### src/rtl/hazard_scoreboard_pkg.sv
// Shared constants for the hazard scoreboard: result latencies and forward-select encoding.
package hzd_pkg;
  localparam int unsigned MAXLAT_DEF = 4;
  localparam int unsigned LAT_ALU    = 1;
  localparam int unsigned LAT_LOAD   = 2;
  localparam int unsigned LAT_MUL    = MAXLAT_DEF;
  localparam int unsigned FWD_RF     = 0;
endpackage

### src/rtl/hazard_scoreboard_if.sv
// Decode-stage <-> scoreboard bundle; master is the decode stage, slave is the scoreboard.
interface hazard_scoreboard_if #(
  parameter int unsigned NREG = 32,
  parameter int unsigned AW   = 5,
  parameter int unsigned LW   = 3,
  parameter int unsigned FW   = 2
);
  logic          id_valid;
  logic [AW-1:0] id_rs;
  logic [AW-1:0] id_rt;
  logic          id_rs_used;
  logic          id_rt_used;
  logic          id_wreg;
  logic [AW-1:0] id_waddr;
  logic [LW-1:0] id_lat;
  logic          flush;
  logic          stall;
  logic          issue;
  logic [FW-1:0] fwda;
  logic [FW-1:0] fwdb;
  logic [NREG-1:0] busy;

  modport master (
    output id_valid, id_rs, id_rt, id_rs_used, id_rt_used, id_wreg, id_waddr, id_lat, flush,
    input  stall, issue, fwda, fwdb, busy
  );

  modport slave (
    input  id_valid, id_rs, id_rt, id_rs_used, id_rt_used, id_wreg, id_waddr, id_lat, flush,
    output stall, issue, fwda, fwdb, busy
  );
endinterface

### src/rtl/hazard_scoreboard_src_check.sv
// Per-source hazard check: RAW stall against the latency counters and forward-stage selection.
module hzd_src_check
  import hzd_pkg::*;
#(
  parameter int unsigned NREG   = 32,
  parameter int unsigned AW     = 5,
  parameter int unsigned LW     = 3,
  parameter int unsigned NSTAGE = 3,
  parameter int unsigned FW     = 2
) (
  input  logic [AW-1:0]        src,
  input  logic                 used,
  input  logic [NREG*LW-1:0]   cnt_vec,
  input  logic [NSTAGE-1:0]    trk_valid,
  input  logic [NSTAGE*AW-1:0] trk_addr,
  output logic                 raw_stall,
  output logic [FW-1:0]        fwd
);
  logic live;

  always_comb begin
    raw_stall = 1'b0;
    fwd       = FW'(FWD_RF);
    live      = used && (src != '0) && (32'(src) < NREG);
    if (live) begin
      raw_stall = cnt_vec[32'(src)*LW +: LW] > LW'(1);
      // Walk oldest to youngest so the youngest matching stage wins.
      for (int unsigned k = NSTAGE; k >= 1; k--) begin
        if (trk_valid[k-1] && (trk_addr[(k-1)*AW +: AW] == src)) fwd = FW'(k);
      end
    end
  end
endmodule

### src/rtl/hazard_scoreboard.sv
// Register hazard scoreboard: latency counters, RAW/WAW stall, in-flight write tracker, forward select.
// Optional macro HZD_STALL_CNT_EN adds a free-running 32-bit stall cycle counter output.
module hazard_scoreboard
  import hzd_pkg::*;
#(
  parameter int unsigned NREG   = 32,
  parameter int unsigned AW     = 5,
  parameter int unsigned MAXLAT = LAT_MUL,
  parameter int unsigned NSTAGE = 3
) (
  input  logic clk,
  input  logic rst_n,
  hazard_scoreboard_if.slave bus
`ifdef HZD_STALL_CNT_EN
  ,
  output logic [31:0] stall_cnt
`endif
);
  localparam int unsigned LW = $clog2(MAXLAT + 1);
  localparam int unsigned FW = $clog2(NSTAGE + 1);

  logic [LW-1:0]        cnt_q [NREG];
  logic [LW-1:0]        cnt_d [NREG];
  logic [NSTAGE-1:0]    trk_valid_q, trk_valid_d;
  logic [NSTAGE*AW-1:0] trk_addr_q, trk_addr_d;
  logic [NREG*LW-1:0]   cnt_vec;
  logic [NREG-1:0]      busy;
  logic [LW-1:0]        lat_eff;
  logic                 raw_a, raw_b, waw, hazard, stall, issue, wr_en;
  logic [FW-1:0]        fwda, fwdb;

  always_comb begin
    cnt_vec = '0;
    busy    = '0;
    for (int unsigned r = 0; r < NREG; r++) begin
      cnt_vec[r*LW +: LW] = cnt_q[r];
      busy[r]             = cnt_q[r] != '0;
    end
  end

  hzd_src_check #(.NREG(NREG), .AW(AW), .LW(LW), .NSTAGE(NSTAGE), .FW(FW)) u_src_a (
    .src(bus.id_rs), .used(bus.id_rs_used), .cnt_vec(cnt_vec),
    .trk_valid(trk_valid_q), .trk_addr(trk_addr_q), .raw_stall(raw_a), .fwd(fwda)
  );

  hzd_src_check #(.NREG(NREG), .AW(AW), .LW(LW), .NSTAGE(NSTAGE), .FW(FW)) u_src_b (
    .src(bus.id_rt), .used(bus.id_rt_used), .cnt_vec(cnt_vec),
    .trk_valid(trk_valid_q), .trk_addr(trk_addr_q), .raw_stall(raw_b), .fwd(fwdb)
  );

  always_comb begin
    lat_eff = (bus.id_lat == '0) ? LW'(LAT_ALU) : bus.id_lat;
    waw     = 1'b0;
    if (bus.id_wreg && (bus.id_waddr != '0) && (32'(bus.id_waddr) < NREG))
      waw = cnt_q[bus.id_waddr] > lat_eff;
    hazard = raw_a | raw_b | waw;
    // Flush squashes the decode slot, so it masks stall as well as issue.
    stall  = bus.id_valid & hazard & ~bus.flush;
    issue  = bus.id_valid & ~hazard & ~bus.flush;
    wr_en  = issue & bus.id_wreg & (bus.id_waddr != '0);

    for (int unsigned r = 0; r < NREG; r++) begin
      cnt_d[r] = (cnt_q[r] != '0) ? cnt_q[r] - LW'(1) : '0;
      if (wr_en && (32'(bus.id_waddr) == r)) cnt_d[r] = lat_eff;
    end
    cnt_d[0] = '0;

    trk_valid_d          = '0;
    trk_addr_d           = '0;
    trk_valid_d[0]       = wr_en;
    trk_addr_d[0 +: AW]  = bus.id_waddr;
    for (int unsigned k = 1; k < NSTAGE; k++) begin
      trk_valid_d[k]         = trk_valid_q[k-1];
      trk_addr_d[k*AW +: AW] = trk_addr_q[(k-1)*AW +: AW];
    end
  end

  always_ff @(posedge clk or negedge rst_n) begin
    if (!rst_n) begin
      for (int unsigned r = 0; r < NREG; r++) cnt_q[r] <= '0;
      trk_valid_q <= '0;
      trk_addr_q  <= '0;
    end else begin
      for (int unsigned r = 0; r < NREG; r++) cnt_q[r] <= cnt_d[r];
      trk_valid_q <= trk_valid_d;
      trk_addr_q  <= trk_addr_d;
    end
  end

  assign bus.stall = stall;
  assign bus.issue = issue;
  assign bus.fwda  = fwda;
  assign bus.fwdb  = fwdb;
  assign bus.busy  = busy;

`ifdef HZD_STALL_CNT_EN
  logic [31:0] stall_cnt_q, stall_cnt_d;

  always_comb stall_cnt_d = stall_cnt_q + {31'd0, stall};

  always_ff @(posedge clk or negedge rst_n) begin
    if (!rst_n) stall_cnt_q <= '0;
    else        stall_cnt_q <= stall_cnt_d;
  end

  assign stall_cnt = stall_cnt_q;
`endif
endmodule

### src/flat_wrapper.sv
// flat-port wrapper written by rule: the top's interface ports become plain ports
module hazard_scoreboard_flat import hzd_pkg::*;
#(
  parameter int unsigned NREG   = 32,
  parameter int unsigned AW     = 5,
  parameter int unsigned MAXLAT = LAT_MUL,
  parameter int unsigned NSTAGE = 3
)
  (clk, rst_n, bus_id_valid, bus_id_rs, bus_id_rt, bus_id_rs_used, bus_id_rt_used, bus_id_wreg, bus_id_waddr, bus_id_lat, bus_flush, bus_stall, bus_issue, bus_fwda, bus_fwdb, bus_busy);
  hazard_scoreboard_if #(.NREG(NREG), .AW(AW), .LW((3)), .FW((2))) bus_i ();
  input  logic clk;
  input  logic rst_n;
  input wire logic [$bits(bus_i.id_valid)-1:0] bus_id_valid;
  input wire logic [$bits(bus_i.id_rs)-1:0] bus_id_rs;
  input wire logic [$bits(bus_i.id_rt)-1:0] bus_id_rt;
  input wire logic [$bits(bus_i.id_rs_used)-1:0] bus_id_rs_used;
  input wire logic [$bits(bus_i.id_rt_used)-1:0] bus_id_rt_used;
  input wire logic [$bits(bus_i.id_wreg)-1:0] bus_id_wreg;
  input wire logic [$bits(bus_i.id_waddr)-1:0] bus_id_waddr;
  input wire logic [$bits(bus_i.id_lat)-1:0] bus_id_lat;
  input wire logic [$bits(bus_i.flush)-1:0] bus_flush;
  output wire logic [$bits(bus_i.stall)-1:0] bus_stall;
  output wire logic [$bits(bus_i.issue)-1:0] bus_issue;
  output wire logic [$bits(bus_i.fwda)-1:0] bus_fwda;
  output wire logic [$bits(bus_i.fwdb)-1:0] bus_fwdb;
  output wire logic [$bits(bus_i.busy)-1:0] bus_busy;
  assign bus_i.id_valid = bus_id_valid;
  assign bus_i.id_rs = bus_id_rs;
  assign bus_i.id_rt = bus_id_rt;
  assign bus_i.id_rs_used = bus_id_rs_used;
  assign bus_i.id_rt_used = bus_id_rt_used;
  assign bus_i.id_wreg = bus_id_wreg;
  assign bus_i.id_waddr = bus_id_waddr;
  assign bus_i.id_lat = bus_id_lat;
  assign bus_i.flush = bus_flush;
  assign bus_stall = bus_i.stall;
  assign bus_issue = bus_i.issue;
  assign bus_fwda = bus_i.fwda;
  assign bus_fwdb = bus_i.fwdb;
  assign bus_busy = bus_i.busy;
  hazard_scoreboard #(.NREG(NREG), .AW(AW), .MAXLAT(MAXLAT), .NSTAGE(NSTAGE)) u_core (.clk(clk), .rst_n(rst_n), .bus(bus_i));
endmodule
### config.mk
export PLATFORM = sky130hd
export DESIGN_NAME = hazard_scoreboard_flat
export DESIGN_NICKNAME = d
export VERILOG_FILES = /design/src/rtl/hazard_scoreboard_pkg.sv /design/src/rtl/hazard_scoreboard_if.sv /design/src/rtl/hazard_scoreboard_src_check.sv /design/src/rtl/hazard_scoreboard.sv /design/src/flat_wrapper.sv
export SDC_FILE = /design/constraint.sdc
export NUM_CORES = 1
export LEC_CHECK = 0
export ABC_AREA = 1
export BUFFER_PORTS_ARGS = -buffer_cell sky130_fd_sc_hd__buf_2
export CORE_MARGIN = 5
export CORE_UTILIZATION = 50
export CTS_CLUSTER_DIAMETER = 60
export DETAILED_ROUTE_END_ITERATION = 7
export PLACE_DENSITY = 0.68
export SYNTH_ARGS = -nofsm -noshare
export SYNTH_HDL_FRONTEND = slang
export SYNTH_HIERARCHICAL = 1
export SYNTH_SLANG_ARGS = --single-unit
### constraint.sdc
create_clock -name clk -period 3.3 [get_ports clk]
set_clock_uncertainty 0.05 [all_clocks]
set_input_delay 0.66 -clock clk [delete_from_list [all_inputs] [get_ports clk]]
set_output_delay 0.66 -clock clk [all_outputs]
set_load 0.03 [all_outputs]
== Word level (Yosys, flattened, before mapping) ==
Cells that the tools add are included.
Cells by class
  add/subtract/negate cells: 31
  multipliers: 2
  div/mod/pow operators: 0
  magnitude comparators: 4
  equality and inequality tests: 37
  shift operators: 2
  mux-type cells: 77
  bitwise logic cells: 11
  reductions and logical operators: 75
Operators with widths (number)
  $mux 3: 65
  $shiftx 96x8->3: 2
  $reduce_bool 3->1: 31
  $sub 3x1->3 const B: 31
  $eq 5x5->1 const B: 16
  $eq 5x4->1 const B: 8
  $logic_and 1x1->1: 40
  $eq 5x5->1: 6
  $eq 5x3->1 const B: 4
  $mux 2: 8
  $bmux 3 s5: 1
  $reduce_bool 5->1: 3
  $mul 5x2->7 const B: 2
  $eq 5x2->1 const B: 2
  $and 1x1->1: 6
  $ge 6x6->1 const B: 1
  $gt 3x1->1 const B: 2
  $not 5->6: 1
  $eq 5x1->1 const B: 1
  $gt 3x3->1: 1
  $logic_not 3->1: 1
  $mux 1: 3
  $not 1->1: 2
  $or 1x1->1: 2
Storage, ports and cells
  register bits: 111
  latch bits: 0
  memory bits (writable): 0
  memory bits (read-only): 0
  input bits: 25
  output and inout bits: 38
  logic and storage cells: 272
  memories: 0

== Depth between registers and ports, before layout ==
Gate-level depths: netlist of the first run.
  depth in word-level cells: 14
  mapped depth: 21
  mapped depth without buffers: 18

== Modules after synthesis ==
The synthesis of the first run kept the hierarchy.
Modules (own cells, without submodules)
  hazard_scoreboard: instances 1, cells each 1038, area each 7447.1 µm², seq. area each 2777.7 µm²
  hzd_src_check: instances 2, cells each 179, area each 807.0 µm², seq. area each 0.0 µm²

== Worst setup path after synthesis of the first run ==
Ideal clock, no wire load.
  kind: input to output
  start: input bus_id_waddr[4]
  end: output bus_issue
  arrival: 2634 ps
  required time: 2590 ps
  path slack: -44 ps
  stages on the path: 15
  path buffers: 3
  path through: buf_2 > inv_1 > buf_2 > buf_2 > nand2_1 > nor2_1 > nand2_1 > nor2_1 > nor2_1 > ha_1 > a21oi_1 > nand2_1 > nand3_1 > nand2_1 > nor2_1
On the way
  word-level cells in the longest chain between the ends: 10
  elaborated cells between the ends (all ways): 12
  those cells by class: order compare: 1; mux: 4; bitwise: 5; reduce/logical: 2
Ends and longest elaborated chain
  start: declaration: RTL line flat_wrapper.sv:19  | input wire logic [$bits(bus_i.id_waddr)-1:0] bus_id_waddr;
  $not 5->6 (not written as such): RTL line hazard_scoreboard.sv:55  | waw = cnt_q[bus.id_waddr] > lat_eff;
  $bmux 3 s5: RTL line hazard_scoreboard.sv:55
  $mux 3 (not written as such) (2 in series): RTL line hazard_scoreboard.sv:55
  $gt 3x3->1: RTL line hazard_scoreboard.sv:55
  $mux 1 *: RTL line hazard_scoreboard.sv:54  | if (bus.id_wreg && (bus.id_waddr != '0) && (32'(bus.id_waddr) < NREG))
  $or 1x1->1 *: RTL line hazard_scoreboard.sv:56  | hazard = raw_a | raw_b | waw;
  $not 1->1 *: RTL line hazard_scoreboard.sv:59  | issue = bus.id_valid & ~hazard & ~bus.flush;
  $and 1x1->1 * (2 in series): RTL line hazard_scoreboard.sv:59
  end: declaration: RTL line flat_wrapper.sv:23  | output wire logic [$bits(bus_i.issue)-1:0] bus_issue;
Mark *: on every way between the ends. The rest lies on a longest branch, timed or not. The select of a mux whose other input is x is not followed.

== Worst setup path after layout of the first run ==
  start: input bus_id_waddr[1]
  end: output bus_stall
On the way
  word-level cells in the longest chain between the ends: 9
  elaborated cells between the ends (all ways): 11
  those cells by class: order compare: 1; mux: 4; bitwise: 4; reduce/logical: 2
Ends and longest elaborated chain
  $not 5->6 (not written as such): RTL line hazard_scoreboard.sv:55
  $bmux 3 s5: RTL line hazard_scoreboard.sv:55
  $mux 3 (not written as such) (2 in series): RTL line hazard_scoreboard.sv:55
  $gt 3x3->1: RTL line hazard_scoreboard.sv:55
  $mux 1 *: RTL line hazard_scoreboard.sv:54
  $or 1x1->1 *: RTL line hazard_scoreboard.sv:56
  $and 1x1->1 * (2 in series): RTL line hazard_scoreboard.sv:58  | stall = bus.id_valid & hazard & ~bus.flush;
  end: declaration: RTL line flat_wrapper.sv:22  | output wire logic [$bits(bus_i.stall)-1:0] bus_stall;
Marks and branches as above.

==> summary.txt, run 1 <==
Initial antenna violation count: 0
Multi-input logic area: 5250 sq um
Worst Path Arrival: 2590 ps
Vias per Instance: 5.20
CTS tree: done
Row count: 49
RSZ-0062 raised after global routing: true
Final Util: 58.9%
Leakage: 0.00587 uW
Worst-Skew Late Latency: 360 ps
Slew margin rel.: 62.1%
Crit path cell chain: buf_12, inv_8, nor2_1, buf_4, buf_6, nand2_1, nand4_1, nand2_1, nand2_1, nor2_2, nor2_1, ha_1, nand3_2, nand2_2, nand3_4, buf_6, a21oi_2, buf_6
Reg-to-Reg Start: u_core/cnt_q[47]$_DFF_PN0_
IO Count: 63
Initial Util: 50.6%
Startpoint types: input pin
PD cells: 413 nW/um^2
Placement Cell Area: 9960 sq um
Most frequent cells in the layout: nand2_1, inv_1, nor2_1
Ys Warns: 6
Mean routed wirelength per cell: 15.7 um
Final WL: 27100 um
Crit Path Max Fanout: 8
Crit-path slowest cell: ha_1
First-pass GRT wire length: 43900 um
Worst-Margin Slew: 568 ps
Yosys top cell by area: dfrtp_1
Busiest grt layer: met2
Post-route cell area: 10500 sq um
GRT Overall Usage: 26.8%
Nets: 1584
Share of layout cells above drive strength 1: 13.7%
CP Data Required Time: 2590 ps
Final min period: 3300 ps
Largest net degree at the start of global routing: 65
Mapped Cells: 1396
Unique masters post-synth: 30
Post-synthesis cell area: 9060 sq um
DRT Pass-1 Iters: 5
Worst vdd ir: 280 uV
Cts bufs inserted: 9
Final ANT Viol Nets: 0
Vias in the first global route: 8456
Max cap viols: 0
Commonest non-fill, non-tap cell in the layout: nand2_1
Post-Synthesis Mean Instance Area: 6.49 sq um
Status: finished, final reports clean
Crit. Startpoint: bus_id_waddr[1]
Synth top area share: 30.7%
Crit path kind: input pin to primary output
Met3 usage: 3.27%
Fin crit share: 99.9%
Synth area leaders: dfrtp_1, nand2_1, inv_1
Total core area: 17900 sq um
Die X: 145 um
Initial drt markers: 954
Max incr delay on CP: 320 ps
Register area: 2780 sq um
Die Height: 145 um
Slew Viols, Final: 0
Via count: 8990
Layout area overhead: 16.3%
# DRC: 0
Achievable Freq: 0.303 GHz
Root Driver: clkbuf_16
Global routing usage on met1: 38.8%
Clk sink count: 111
RD Place Congestion: 0.988
Crit. End Element: primary output
Clk buf depth: 2
Gr ovfl total: 0
I/O Buffers: 61
Die ar.: 20900 sq um
Flops & latches, synth: 111
Antenna cells: 0
Routing usage on met2: 42.4%
Total number of H-tree levels: 3
Sequential fraction of the synthesis area: 30.7%
# fillers: 1759
Final Hold Fails: 0
Count of final setup violators: 0
Clock transition at path regs: 80 ps
HP Class: input pin to asynchronous set/reset pin
Post-DP HPWL: 19900 um
## sequential cells by signal, indices dropped and copies added (netlist names)
register            cells
u_core/trk_valid_q      3
u_core/trk_addr_q      15
u_core/cnt_q           93
## cells by family (layout without fill, tap and decap cells)
| group | count (synthesis) | count (layout) | share of synthesized area [%] |
|---|---|---|---|
| compound gates | 203 | 203 | 14.2 |
| xor+xnor | 12 | 12 | 1.16 |
| fa+ha+maj | 65 | 65 | 8.98 |
| buf+inv | 283 | 382 | 12.8 |
| flops | 111 | 111 | 30.7 |
| other cells | 1 | 5 | 0.0414 |
| simple gates | 721 | 721 | 32.2 |
## worst paths after layout
kind | depth (start not counted) | slack (ps) | endpoint
max in group asynchronous | 2 | 2230 | u_core/cnt_q[24]$_DFF_PN0_
worst min-delay path | 1 | 110 | u_core/cnt_q[73]$_DFF_PN0_
min in group clk | 0 | 350 | u_core/trk_valid_q[1]$_DFF_PN0_
worst max-delay path | 18 | 3 | bus_stall
worst min register to register | 0 | 350 | u_core/trk_valid_q[1]$_DFF_PN0_
worst max register to register | 17 | 550 | u_core/cnt_q[42]$_DFF_PN0_
## worst max-delay path: cells and delay by family
| kind | cells | cell delay, ps |
|---|---|---|
| AOI/OAI and AO/OA | 1 | 120 |
| adders and majority gates | 1 | 320 |
| buffers and inverters | 6 | 730 |
| and+or+nand+nor | 10 | 760 |
## layer usage
metal / up-vias / share of wire [%]
li1: 4464 / -
met1: 4147 / 46
met2: 333 / 45
met3: 46 / 7.4
met4: 0 / 1.7
met5: - / 0
## synthesized netlist by cell type
cell / instances
nand4_2: 1
buf_4: 10
buf_6: 4
o21ai_1: 2
o22ai_1: 6
or2_2: 15
inv_2: 5
o21ai_0: 41
nor2_4: 1
ha_1: 65
inv_1: 220
nand2_1: 424
nor2_1: 183
xor2_1: 4
conb_1: 1
nand4_1: 8
nor2_2: 2
dfrtp_1: 111
nand3_1: 75
clkbuf_1: 16
nand3b_1: 8
xnor2_1: 8
nor3_1: 4
a211oi_1: 4
o21bai_1: 94
a21oi_1: 51
a22o_1: 4
buf_1: 3
a22oi_1: 1
buf_2: 25
## per-stage QoR
step | std cells | TNS [ps] | total power (uW) | setup slack [ps] | hold WS [ps]
after floorplan | 1400 | 0 | 2660 | 57.2 | 312
after global placement | 1702 | -502 | 3140 | -269 | 332
after detailed placement | 1702 | -919 | 3160 | -311 | 334
after CTS | 1723 | 0 | 4350 | 0.171 | 111
after global routing | 1728 | -233 | 4630 | -124 | 124
final | 1728 | 0 | 4360 | 3.02 | 114
## area by class of cell
type / instances / share of cell area, %
Inverter: 225 / 8.11
Clock inverter: 4 / 0.510
Clock buffer: 12 / 2.43
Sequential cell: 111 / 26.4
Timing Repair Buffer: 141 / 10.1
Tap cell: 229 / 2.72
Multi-Input combinational cell: 1006 / 49.8
## power by group
part | switching, uW | internal, uW | leakage (uW)
registers | 140 | 1500 | 0.00151
logic | 1030 | 531 | 0.00421
clock network | 524 | 633 | 0.000145
## timing repair
item | CTS | global route
gates resized for setup | 24 | 39
cloned | 0 | 1
hold buffers | 0 | 0
endpoints found under the setup margin | 2 | 2
pin swaps | 12 | 19
setup buffers | 5 | 4
(Power assumes the default switching activity.)
==> inputs of run 2 (changes only) <==
--- a/config.mk
+++ b/config.mk
@@ -12,6 +12,7 @@
 export CTS_CLUSTER_DIAMETER = 60
 export DETAILED_ROUTE_END_ITERATION = 7
 export PLACE_DENSITY = 0.68
+export SETUP_SLACK_MARGIN = 0.15
 export SYNTH_ARGS = -nofsm -noshare
 export SYNTH_HDL_FRONTEND = slang
 export SYNTH_HIERARCHICAL = 1
==> run 2 against run 1 <==
- the run now ends with negative setup slack left
- sequential share of layout area is 0.41 points lower
- routed wire length is 4.9% higher
- critical path depth shrank 1
- core utilization rose by 0.94 points
- die area unchanged
- critical endpoint unchanged
- largest power group unchanged
==> summary.txt, run 2 (synthesized netlist as in run 1, its figures left out) <==
# DRC: 0 (unchanged)
Vias per Instance: 5.37 (+3.3%)
Leakage: 0.00593 uW (+0.96%)
Status: finished with violations
Root Driver: clkbuf_16
Post-Place Worst Slack: -291 ps (+20.3 ps)
Gr ovfl total: 0 (unchanged)
PD cells: 400 nW/um^2 (-3.2%)
Post-DP HPWL: 20900 um (+5.0%)
Post-route cell area: 10700 sq um (+1.6%)
Final WS setup: -163 ps (-166 ps)
Total core area: 17900 sq um (unchanged)
Hold slack: 146 ps (+32.2 ps)
HP Class: input pin to asynchronous set/reset pin
Clk buf depth: 2 (unchanged)
Number of flip-flops in the largest register: 93 (unchanged)
Final WL: 28400 um (+4.9%)
Share of layout cells above drive strength 1: 14.7% (+1.1 points)
Biggest regs: u_core/cnt_q x93, u_core/trk_addr_q x15, u_core/trk_valid_q x3
Final min period: 3460 ps (+166 ps)
Final ANT Viol Nets: 0 (unchanged)
Max cap viols: 0 (unchanged)
Clk sink count: 111 (unchanged)
GRT Overall Usage: 27.2% (+0.46 points)
Die Height: 145 um (unchanged)
Via count: 9325 (+3.7%)
Commonest non-fill, non-tap cell in the layout: nand2_1
Worst-Skew Late Latency: 360 ps (about the same)
Placement Cell Area: 10000 sq um (+0.63%)
Final non-filler cell total: 1735 (+0.41%)
Crit. End Element: primary output
CTS tree: done
RD Place Congestion: 0.956 (-3.3%)
Crit path kind: input pin to primary output
Top reg by flops: u_core/cnt_q
DRT Pass-1 Iters: 6 (+1)
First-pass GRT wire length: 44100 um (+0.57%)
RSZ-0062 raised after global routing: true
Nets: 1591 (+0.44%)
Worst vdd ir: 327 uV (+17%)
Final Util: 59.8% (+0.94 points)
Row count: 49 (unchanged)
Worst r2r path cells: 17 (unchanged)
Register area: 2780 sq um (unchanged)
Achievable Freq: 0.289 GHz (-4.8%)
IO Count: 63 (unchanged)
Final Hold Fails: 0 (unchanged)
Cts bufs inserted: 9 (unchanged)
I/O Buffers: 61 (unchanged)
Post-Place Cells: 1707 (+0.29%)
Clock transition at path regs: 70 ps (about the same)
Die ar.: 20900 sq um (unchanged)
Count of final setup violators: 2 (+2)
# fillers: 1687 (-4.1%)
Mean routed wirelength per cell: 16.4 um (+4.4%)
Total number of H-tree levels: 3 (unchanged)
Layout area overhead: 18.2%
CP Data Required Time: 2590 ps (about the same)
Most frequent cells in the layout: nand2_1, inv_1, nor2_1
Multi-input logic area: 5330 sq um (+1.5%)
Crit Path Max Fanout: 8 (unchanged)
Die X: 145 um (unchanged)
Fin crit share: 105% (+5.0 points)
Largest net degree at the start of global routing: 58 (-11%)
Slew Viols, Final: 0 (unchanged)
Initial drt markers: 1121 (+18%)
Worst Path Arrival: 2750 ps (+160 ps)
Failing checks: negative setup slack
Startpoint types: input pin
Initial Util: 50.6% (unchanged)
Vias in the first global route: 8434 (-0.26%)
Antenna cells: 0 (unchanged)
Initial antenna violation count: 0 (unchanged)
## run 2: cell count changes in the layout (fill, tap and decap cells not counted), moves of 3 or more
| cell | before | now |
|---|---|---|
| nand2_1 | 419 | 414 |
| nand2_2 | 3 | 7 |
| nor2_4 | 2 | 5 |
| nand3_2 | 2 | 5 |
| o21ai_0 | 27 | 30 |
| buf_6 | 7 | 16 |
| buf_4 | 69 | 65 |
| o21ai_1 | 14 | 9 |
## run 2: final cells by class
type,instances,area share [%]
Clock buffer,12,2.30
Clock inverter,4,0.292
Inverter,225,8.03
Multi-Input combinational cell,1006,49.8
Sequential cell,111,25.9
Tap cell,229,2.68
Timing Repair Buffer,148,11.0
## run 2: timing repair
item,in CTS,in global routing
hold buffers,0,0
setup buffers,5,6
endpoints found under the hold margin,0,0
gates cloned,0,1
resized for setup,55,37
endpoints found under the setup margin,2,2
pin swaps,20,27
## run 2: worst paths after layout
kind,from,to,slack [ps]
worst max-delay path,bus_id_waddr[0],bus_stall,-160
worst min-delay path,rst_n,u_core/cnt_q[71]$_DFF_PN0_,150
worst max register to register,u_core/cnt_q[32]$_DFF_PN0_,u_core/cnt_q[34]$_DFF_PN0_,470
worst min register to register,u_core/trk_valid_q[0]$_DFF_PN0_,u_core/trk_valid_q[1]$_DFF_PN0_,350
max in group asynchronous,rst_n,u_core/cnt_q[8]$_DFF_PN0_,2310
min in group clk,u_core/trk_valid_q[0]$_DFF_PN0_,u_core/trk_valid_q[1]$_DFF_PN0_,350
## run 2: layer usage
layer | GRT usage [%] | up-vias | routed length (um) | part of all wire, %
li1 | - | 4486 | - | -
met1 | 38.2 | 4329 | 12300 | 43
met2 | 42.6 | 433 | 12700 | 44
met3 | 3.64 | 77 | 2520 | 8.9
met4 | 11.0 | 0 | 935 | 3.3
met5 | 0 | - | 0 | 0
## run 2: through the flow
stage	TNS, ps	total power (uW)
final	-316	4280
after global routing	-397	4530
after CTS	0	4270
after detailed placement	-737	3180
after global placement	-558	3150
after floorplan	0	2670
## run 2: critical path, cell delays in order
cell,delay (ps)
buf_12,130
buf_8,140
nand2_8,100
nor2_4,40
a21oi_2,130
nand2_1,90
nand2_1,70
nand2_1,80
nor2_2,140
nor2_1,70
ha_1,360
nand3_2,110
nand2_2,90
nand3_2,100
buf_6,130
a21oi_4,140
buf_6,150
## run 2: power breakdown
part           internal (uW)  switching (uW)
Sequential              1500             150
Combinational            545            1040
Clock                    536             519
Total                   2580            1700
==> inputs of run 3 (changes only) <==
--- a/config.mk
+++ b/config.mk
@@ -12,6 +12,7 @@
 export CTS_CLUSTER_DIAMETER = 60
 export DETAILED_ROUTE_END_ITERATION = 7
 export PLACE_DENSITY = 0.68
+export RECOVER_POWER = 50
 export SETUP_SLACK_MARGIN = 0.15
 export SYNTH_ARGS = -nofsm -noshare
 export SYNTH_HDL_FRONTEND = slang
==> run 3 against run 2 <==
- the run still ends with negative setup slack left
- maximum frequency is essentially flat
- critical path depth is the same
- non-clock buffer count is the same
- worst setup slack gained 2.0 ps
- critical path type unchanged
- largest cell class unchanged
==> summary.txt, run 3 (synthesized netlist as in run 1, its figures left out) <==
CTS tree: done
Internal power: 2580 uW (about the same)
GRT Overall Usage: 27.2% (unchanged)
Worst-Skew Late Latency: 360 ps (about the same)
Top reg by flops: u_core/cnt_q
Post-route setup TNS: -313 ps (+2.97 ps)
Final WS setup: -161 ps (+1.96 ps)
PD cells: 400 nW/um^2 (about the same)
Clock share of power: 24.6% (about the same)
Failing checks: negative setup slack
Share of layout cells above drive strength 1: 14.7% (-0.066 points)
Die X: 145 um (unchanged)
Startpoint types: input pin
Hold slack: 350 ps (+204 ps)
RD Place Congestion: 0.956 (unchanged)
Row count: 49 (unchanged)
Post-DP HPWL: 20900 um (unchanged)
Mean routed wirelength per cell: 16.4 um (about the same)
RSZ-0062 raised after global routing: true
Initial Util: 50.6% (unchanged)
Count of final setup violators: 2 (unchanged)
Initial antenna violation count: 0 (unchanged)
Fin crit share: 105% (about the same)
Achievable Freq: 0.289 GHz (about the same)
Die Height: 145 um (unchanged)
Biggest regs: u_core/cnt_q x93, u_core/trk_addr_q x15, u_core/trk_valid_q x3
Final ANT Viol Nets: 0 (unchanged)
Reg-to-Reg Start: u_core/cnt_q[32]$_DFF_PN0_
Vias per Instance: 5.36 (-0.28%)
Psw: 1700 uW (about the same)
Final non-filler cell total: 1735 (unchanged)
Crit. End Element: primary output
DRT Pass-1 Iters: 7 (+1)
Logic pwr share: 36.9% (about the same)
Crit. Startpoint: bus_id_waddr[0]
Worst-Margin Slew: 1470 ps
Cts bufs inserted: 9 (unchanged)
IO Count: 63 (unchanged)
Final Hold Fails: 0 (unchanged)
Post-Place Cells: 1707 (unchanged)
Final Util: 59.8% (about the same)
Layout area overhead: 18.1% (about the same)
Crit path kind: input pin to primary output
Number of flip-flops in the largest register: 93 (unchanged)
Via count: 9299 (-0.28%)
Final min period: 3460 ps (-1.96 ps)
Final WL: 28400 um (about the same)
Slew margin rel.: 2.32%
Leakage: 0.00592 uW (about the same)
Root Driver: clkbuf_16
Initial drt markers: 1121 (unchanged)
Placement Cell Area: 10000 sq um (unchanged)
Status: finished with violations
Reg power frac: 38.5% (about the same)
Vias in the first global route: 8434 (unchanged)
Clock transition at path regs: 70 ps (about the same)
I/O Buffers: 61 (unchanged)
CP Data Required Time: 2590 ps (about the same)
Gr ovfl total: 0 (unchanged)
Worst Path Arrival: 2750 ps (about the same)
Post-route cell area: 10700 sq um (about the same)
Net Sw Frac: 39.8% (about the same)
Most frequent cells in the layout: nand2_1, inv_1, nor2_1
# DRC: 0 (unchanged)
Commonest non-fill, non-tap cell in the layout: nand2_1
Clk sink count: 111 (unchanged)
Antenna cells: 0 (unchanged)
Max cap viols: 0 (unchanged)
HP Start: u_core/trk_valid_q[0]$_DFF_PN0_
Crit Path Max Fanout: 8 (unchanged)
Nets: 1591 (unchanged)
Clk buf depth: 2 (unchanged)
Slew Viols, Final: 0 (unchanged)
Post-CTS Hold Buffers: 0 (unchanged)
Die ar.: 20900 sq um (unchanged)
HP Class: flop to flop
Worst vdd ir: 327 uV (about the same)
Total number of H-tree levels: 3 (unchanged)
First-pass GRT wire length: 44100 um (unchanged)
Largest net degree at the start of global routing: 58 (unchanged)
Total core area: 17900 sq um (unchanged)
run 3: cell count changes in the layout (fill, tap and decap cells not counted):
cell,change
clkbuf_1,+1
buf_4,-1
run 3: layer usage:
metal  up-vias  global-route usage (%)  share of wire, %
met5         -                       0                 0
met4         0                    11.0               3.4
met3        85                    3.64               8.6
met2       412                    42.6                45
met1      4320                    38.2                43
li1       4482                       -                 -
run 3: worst paths after layout:
kind                                                   endpoint  slack, ps  cells after the start
worst max-delay path                                  bus_stall       -160                     17
worst min-delay path            u_core/trk_valid_q[1]$_DFF_PN0_        350                      0
worst max register to register       u_core/cnt_q[34]$_DFF_PN0_        460                     17
worst min register to register  u_core/trk_valid_q[1]$_DFF_PN0_        350                      0
max in group asynchronous             u_core/cnt_q[8]$_DFF_PN0_       1470                      2
min in group asynchronous            u_core/cnt_q[71]$_DFF_PN0_        580                      1
run 3: power by group through the flow:
stage	registers, uW	clock network (uW)	logic (uW)
3_3_place_gp	1670	0	1480
5_1_grt	1670	1120	1740
2_1_floorplan	1620	0	1050
6_report	1650	1050	1580
4_1_cts	1640	1070	1550
3_5_place_dp	1670	0	1510
run 3: critical path, cell delays in order:
cell,delay (ps)
buf_12,130
buf_8,140
nand2_8,100
nor2_4,40
a21oi_2,130
nand2_1,90
nand2_1,70
nand2_1,80
nor2_2,140
nor2_1,70
ha_1,360
nand3_2,110
nand2_2,90
nand3_2,100
buf_6,130
a21oi_4,140
buf_6,150
run 3: per-stage QoR:
step	setup WS, ps	power (uW)
5_1_grt	-206	4530
2_1_floorplan	156	2670
4_1_cts	38.8	4270
3_3_place_gp	-285	3150
6_report	-161	4280
3_5_place_dp	-291	3180
run 3: final cells by class:
cell class | count | area [sq um]
Tap cell | 229 | 287
Clock buffer | 12 | 246
Inverter | 225 | 860
Timing Repair Buffer | 148 | 1170
Clock inverter | 4 | 31.3
Fill cell | 1687 | 7200
Sequential cell | 111 | 2780
Multi-Input combinational cell | 1006 | 5330
run 3: repair_timing:
action / in CTS / in global routing
gates resized for setup: 55 / 37
pin swaps: 20 / 27
endpoints found under the setup margin: 2 / 2
buffers inserted: 5 / 6
gates cloned: 0 / 1
